`src/rtl/regfile_pkg.sv`:
```
// regfile_pkg: shared register-file widths, types and the write-back request record
package regfile_pkg;
  localparam int REG_ADDR_W = 5;
  localparam int REG_DATA_W = 32;
  localparam int NUM_REGS = 32;
  localparam int REG_X0 = 0;
  typedef logic [REG_ADDR_W-1:0] reg_addr_t;
  typedef logic [REG_DATA_W-1:0] reg_data_t;
  typedef struct packed {
    reg_addr_t addr;
    reg_data_t data;
  } wb_req_t;
endpackage

```
`src/rtl/rr_arbiter.sv`:
```
// rr_arbiter: combinational round-robin grant starting one past the pointer
module rr_arbiter #(
  parameter int N = 3,
  parameter int PW = $clog2(N)
) (
  input  logic [N-1:0]  valid,
  input  logic [PW-1:0] ptr,
  output logic [N-1:0]  grant,
  output logic [PW-1:0] idx
);
  logic [PW-1:0] c;
  always_comb begin
    grant = '0;
    idx = '0;
    c = '0;
    for (int k = N; k >= 1; k--) begin
      c = PW'((int'(ptr) + k) % N);
      if (valid[c]) begin
        grant = '0;
        grant[c] = 1'b1;
        idx = c;
      end
    end
  end
endmodule

```
`src/rtl/regfile_wb_arbiter.sv`:
```
// regfile_wb_arbiter: round-robin write-back port sharing with a pending-write scoreboard
module regfile_wb_arbiter
  import regfile_pkg::*;
#(
  parameter int NUM_REQ = 3,
  parameter int DATA_W = 32,
  parameter int ADDR_W = 5
) (
  input  logic                      clk,
  input  logic                      rst_n,
  input  logic [NUM_REQ-1:0]        req_valid,
  output logic [NUM_REQ-1:0]        req_ready,
  input  logic [NUM_REQ*ADDR_W-1:0] req_addr,
  input  logic [NUM_REQ*DATA_W-1:0] req_data,
  input  logic                      rsv_valid,
  input  logic [ADDR_W-1:0]         rsv_addr,
  input  logic [ADDR_W-1:0]         qry_addr_a,
  input  logic [ADDR_W-1:0]         qry_addr_b,
  output logic                      qry_busy_a,
  output logic                      qry_busy_b,
  output logic                      wr_en,
  output logic [ADDR_W-1:0]         wr_addr,
  output logic [DATA_W-1:0]         wr_data,
  output logic                      err_unreserved
);
  localparam int PW = $clog2(NUM_REQ);
  localparam int NR = 1 << ADDR_W;
  localparam logic [ADDR_W-1:0] X0 = ADDR_W'(REG_X0);
  logic [PW-1:0] rr_ptr, g;
  logic [NUM_REQ-1:0] grant;
  logic [NR-1:0] busy, busy_nxt;
  logic [ADDR_W-1:0] a;
  logic [DATA_W-1:0] d;
  logic hs, wb;
  rr_arbiter #(.N(NUM_REQ), .PW(PW)) u_arb (
    .valid(req_valid),
    .ptr(rr_ptr),
    .grant(grant),
    .idx(g)
  );
  assign req_ready = rst_n ? grant : '0;
  assign hs = |(req_valid & req_ready);
  assign a = req_addr[int'(g)*ADDR_W +: ADDR_W];
  assign d = req_data[int'(g)*DATA_W +: DATA_W];
  assign wb = hs && a != X0;
  assign qry_busy_a = busy[qry_addr_a];
  assign qry_busy_b = busy[qry_addr_b];
  always_comb begin
    busy_nxt = busy;
    if (wb) busy_nxt[a] = 1'b0;
    if (rsv_valid && rsv_addr != X0) busy_nxt[rsv_addr] = 1'b1;
  end
  always_ff @(posedge clk or negedge rst_n) begin
    if (!rst_n) begin
      rr_ptr <= PW'(NUM_REQ - 1);
      wr_en <= 1'b0;
      wr_addr <= '0;
      wr_data <= '0;
      err_unreserved <= 1'b0;
      busy <= '0;
    end else begin
      if (hs) rr_ptr <= g;
      wr_en <= wb;
      if (wb) begin
        wr_addr <= a;
        wr_data <= d;
      end
      if (wb && !busy[a]) err_unreserved <= 1'b1;
      busy <= busy_nxt;
    end
  end
endmodule

```
`config.mk`:
```
export PLATFORM = sky130hd
export DESIGN_NAME = regfile_wb_arbiter
export DESIGN_NICKNAME = d
export VERILOG_FILES = /design/src/rtl/regfile_pkg.sv /design/src/rtl/rr_arbiter.sv /design/src/rtl/regfile_wb_arbiter.sv
export SDC_FILE = /design/constraint.sdc
export NUM_CORES = 1
export LEC_CHECK = 0
export BUFFER_PORTS_ARGS = -buffer_cell sky130_fd_sc_hd__buf_4
export CAP_MARGIN = 20
export CORE_MARGIN = 2
export CORE_UTILIZATION = 35
export DETAILED_ROUTE_END_ITERATION = 8
export SYNTH_ARGS = -nofsm -noshare
export SYNTH_HDL_FRONTEND = slang
export SYNTH_SLANG_ARGS = --single-unit
```
`constraint.sdc`:
```
create_clock -name clk -period 7.1 [get_ports clk]
set_clock_uncertainty 0.1 [all_clocks]
set_input_delay 1.065 -clock clk [delete_from_list [all_inputs] [get_ports clk]]
set_output_delay 1.065 -clock clk [all_outputs]
set_load 0.03 [all_outputs]
```
After elaboration in Yosys (flattened, before gate mapping). Cells that the tools add are included. W data, S select, Z words.

$add $sub $neg: 3. $mul: 1. Div/mod/pow operators: 3. Order comparisons: 12. Shifts and indexed selects: 2. Muxes and demuxes: 31. Bitwise gates (word level): 4. Reductions and logical operators: 12.

Operator list (number): $mod A32 B3 Y32 const B (3); $shiftx A96 B8 Y32 (1); $mux W32 (2); $and A32 B32 Y32 (1); $not A32 Y32 (1); $or A32 B32 Y32 (1); $lt A5 B6 Y1 const B (4); $bmux W1 S5 (3); $shiftx A15 B6 Y5 (1); $mux W3 (4); $mux W1 (11); $demux W1 S5 (2); $ge A5 B1 Y1 const B (2); $reduce_bool A5 Y1 (2); $lt A2 B3 Y1 const B (3); $logic_and A1 B1 Y1 (8); $add A2 B2 Y3 const B (2); $bmux W1 S2 (3); $demux W1 S2 (3); $ge A2 B1 Y1 const B (3); $mux W2 (3); $mul A2 B3 Y5 const B (1); $add A2 B1 Y3 const B (1); $and A3 B3 Y3 (1); 2 further kinds (2).

Register bits: 73. Input port bits: 132.

Logic depth before layout (Yosys ltp).
Depth in word-level cells: 18. Gate-level depth with buffers: 16. Mapped depth without buffers: 13.

Hierarchy. A second synthesis with hierarchy kept.

Cells, all modules: 502. Area, all modules: 4664.5 um^2.

By module, submodules not included: regfile_wb_arbiter (instances 1, cells an instance 458, area an instance 4360.4 um^2, seq. area each 1828.0 um^2); rr_arbiter (instances 1, cells an instance 44, area an instance 304.0 um^2, seq. area each 0.0 um^2).

Worst setup path before layout. Ideal clock, no wire load.

Path kind: input to output. From: input port qry_addr_a[0]. To: output port qry_busy_a. Arrival time: 2.841 ns. Slack: 3.094 ns. Stages: 4. Path through: clkbuf_1 -> mux4_2 -> mux4_2 -> mux2_2.

Longest elaborated chain between the ends: 2.

RTL lines: start: declaration (line regfile_wb_arbiter.sv:17) `input logic [ADDR_W-1:0] qry_addr_a,`; $bmux W1 S5 (line regfile_wb_arbiter.sv:46) `assign qry_busy_a = busy[qry_addr_a];`; $mux W1 (not written as such) (line regfile_wb_arbiter.sv:46); end: declaration (line regfile_wb_arbiter.sv:19) `output logic qry_busy_a,`.

No other way between the ends. The select of a mux whose other input is x is not followed.

Worst setup path in the final report.
From: register rr_ptr[0]. To: register err_unreserved.

Longest elaborated chain between the ends: 14.

RTL lines: start: declaration (line regfile_wb_arbiter.sv:29) `logic [PW-1:0] rr_ptr, g;`; start signal: assignment (line regfile_wb_arbiter.sv:55) `rr_ptr <= PW'(NUM_REQ - 1);`; start signal: assignment (line regfile_wb_arbiter.sv:62) `if (hs) rr_ptr <= g;`; parallel branches: the longest is 13 deep, another holds $mod A32 B3 Y32; $logic_and A1 B1 Y1 * (line regfile_wb_arbiter.sv:68) `if (wb && !busy[a]) err_unreserved <= 1'b1;`; end signal: assignment (line regfile_wb_arbiter.sv:59) `err_unreserved <= 1'b0;`; end signal: assignment (line regfile_wb_arbiter.sv:68); end: declaration (line regfile_wb_arbiter.sv:24) `output logic err_unreserved`.

Mark *: on every way between the ends. The select of a mux whose other input is x is not followed. A chain may end at the register's enable or synchronous reset.

==> impl_metrics.py <==
metrics = {
    "run_status": {
        "status": "completed",
    },
    "timing": {
        "finalHoldViolations": 0,
        "tightest_slew_ns": 1.08,
        "slew_headroom_pct": 28.0,
        "tns_ns": 0,
        "fmax_mhz": 222,
        "slew_viol_final": 0,
        "period_needed_ns": 4.51,
        "period_share_pct": 63.6,
        "rsz0062_at_grt": "no",
        "final-setup-viol-count": 0,
    },
    "floorplanning": {
        "fp.coreArea_mm2": 0.0133,
        "dieArea_mm2": 0.0147,
        "die_h_um": 121,
        "dieWidth_um": 121,
        "initial_core_util_pct": 36.0,
        "rows": 42,
        "ioPinCount": 176,
    },
    "drt": {
        "wl_per_cell_um": 17.4,
        "antenna_left": 0,
        "via_per_inst": 5.36,
        "dr.pass1.iters": 7,
        "drc_errors": 0,
        "vias": 4737,
        "drt_iter0_drc": 248,
        "wl_um": 15400,
    },
    "logic_synthesis": {
        "synth.avg_cell_area_um2": 8.79,
        "yosysWarningCount": 0,
        "synth_edf_count": 0,
        "synth.top_cell.area_share_pct": 37.5,
        "syn_area_mm2": 0.00481,
        "yosysTopAreaCell": "dfrtp_1",
        "ys.flop_type": "dfrtp_1",
        "yosysSeqAreaShare_pct": 38.0,
        "syn-num-nets": 683,
        "ys_types": 54,
        "ys_seq_elements": 73,
        "syn_inst": 547,
        "synthTopCellsByArea": "dfrtp_1 (37%), mux4_2 (9.4%), nand2_1 (9.4%)",
        "async_flop_share_pct": 100,
    },
    "final_layout": {
        "final_cell_mix": "buf_4 (178), nand2_1 (120), dfrtp_1 (72)",
        "drive_gt1_share_pct": 33.2,
        "multiInputGateArea_mm2": 0.00280,
        "diodes": 0,
        "nets": 839,
        "regArea_mm2": 0.00183,
        "area_growth_pct": 35.6,
        "fill_cells": 1269,
        "layout_commonest_cell": "buf_4",
    },
    "setup_path": {
        "ff2ff_setup_slack_ns": 2.59,
        "path_cells": "inv_1 -> ha_1 -> inv_1 -> a32oi_1 -> o211ai_4 -> nand2_2 -> mux2_2 -> mux2i_1 -> a31o_2 -> buf_4 -> nor3_1 -> a31oi_1 -> o21ai_1",
        "critPathArrivalTime_ns": 4.61,
        "crit_path_top_delay_cell": "nand2_2",
        "worst-setup-path-type": "reg2reg",
        "cp-start-kind": "flip-flop",
        "cp_max_fo": 70,
        "crit_family": "compound AO/OA/AOI/OAI gates",
        "worst_path_most_repeated_cell": "inv_1",
        "worstPathRequired_ns": 7.19,
        "cpPeakStageDelay_ns": 0.56,
        "crit_buf_inv": 3,
        "cp-end-kind": "flip-flop",
    },
    "place": {
        "dp_hpwl_um": 11500,
        "routabilityCongestion": 0.961,
        "port_buffers": 175,
    },
    "clock_network": {
        "root_buffer": "clkbuf_16",
        "numCtsBuffers": 9,
        "cts.path.max_buffers": 2,
        "cts_tree": "done",
        "hold_buffers": 0,
        "htree_levels": 3,
        "cts_sinks": 73,
        "clkTransAtPathRegs_ns": 0.06,
        "cts_setup_buffers": 0,
        "clkLatencyLatePin_ns": 0.34,
        "cts-resized-gates": 0,
    },
    "global_routing": {
        "grt_max_degree": 76,
        "grt_pass1_wl_um": 23900,
        "overflow": 0,
        "grt_pass1_vias": 4585,
        "antenna_found_initial": 0,
        "grt_use_total_pct": 20.9,
    },
    "power": {
        "p_per_area_mw_per_mm2": 564,
        "vdd_drop_max_mv": 0.256,
        "finalPower_uw": 3680,
        "p_leak_uw": 0.00296,
    },
    "hold_path": {
        "hold_path.class": "reg2reg",
    },
    "run": {
        "max_cap_violations": 0,
    },
}
-- synth_stat cells, types with 3 or more instances --
cell type	instances
mux2_1	3
mux2_2	5
dfrtp_1	72
o21ai_0	30
clkbuf_1	12
a21oi_1	67
o2111a_1	3
mux2i_1	28
inv_1	7
mux4_2	20
a311o_1	3
buf_1	6
a22oi_1	3
a211oi_1	3
ha_1	4
nor2b_1	4
nand3_2	3
nand3b_1	6
and2_1	3
o21ai_1	69
nor3_1	4
nand2_1	120
a21o_1	3
and3_1	3
nor2_1	19
buf_2	11
buf_4	3
-- power breakdown --
group	switching [uW]	total [uW]	leakage, uW	internal [uW]
Clock	181	464	0.000153	283
Combinational	1510	2440	0.00192	928
Sequential	146	773	0.000886	627
-- layout make-up --
cell class | count | share of cell area, %
multi-input cells | 433 | 42.9
flip-flops and latches | 73 | 28.0
repair buffers | 178 | 20.5
clock buffers | 10 | 3.67
well taps | 176 | 3.38
clock inverters | 6 | 1.02
inverters | 8 | 0.461
-- flip-flops by register name (all words and copies together) (netlist names) --
| signal | flops |
|---|---|
| busy | 32 |
| err_unreserved | 1 |
| wr_data | 32 |
| wr_addr | 5 |
| rr_ptr | 2 |
| wr_en | 1 |
-- layer usage --
layer,track usage (%),wire [um]
met1,26.9,6390
met2,34.3,7190
met3,5.55,1390
met4,6.97,436
met5,0,0
-- cells by family after synthesis --
logic type                 after synthesis  synth area share [%]
AOI/OAI and AO/OA                      198                  23.9
adders and majority gates                4                  1.04
buffers and inverters                   41                  3.88
DFF                                     73                  38.0
muxes                                   56                  17.1
and+or+nand+nor                        175                  16.0
-- stage by stage --
step | hold slack, ns | instances | util [%] | cell area (um^2) | setup slack [ns]
final | 0.325 | 884 | 48.8 | 6520 | 2.59
after global routing | 0.355 | 884 | 48.8 | 6520 | 2.12
after CTS | 0.331 | 884 | 48.8 | 6520 | 2.54
after detailed placement | 0.323 | 868 | 46.6 | 6210 | 2.34
after global placement | 0.313 | 868 | 46.6 | 6210 | 2.50
after floorplan | 0.362 | 547 | - | 4810 | 3.09
-- worst reg2reg max path: stages (launching register included) --
cell and delay (ns):
dfrtp_1 0.37, inv_1 0.09, ha_1 0.45, inv_1 0.18, a32oi_1 0.47, o211ai_4 0.22, nand2_2 0.56, mux2_2 0.43
mux2i_1 0.35, a31o_2 0.24, buf_4 0.52, nor3_1 0.13, a31oi_1 0.18, o21ai_1 0.08
-- final timing paths --
kind,cells past startpoint,startpoint,to
min in group asynchronous,1,rst_n,wr_data[23]
min,0,busy[0],busy[0]
min reg2reg,0,busy[0],busy[0]
max reg2reg,13,rr_ptr[0],err_unreserved
max in group asynchronous,1,rst_n,busy[27]
max,13,rr_ptr[0],err_unreserved
No activity file was read; power rests on OpenSTA's default activity.
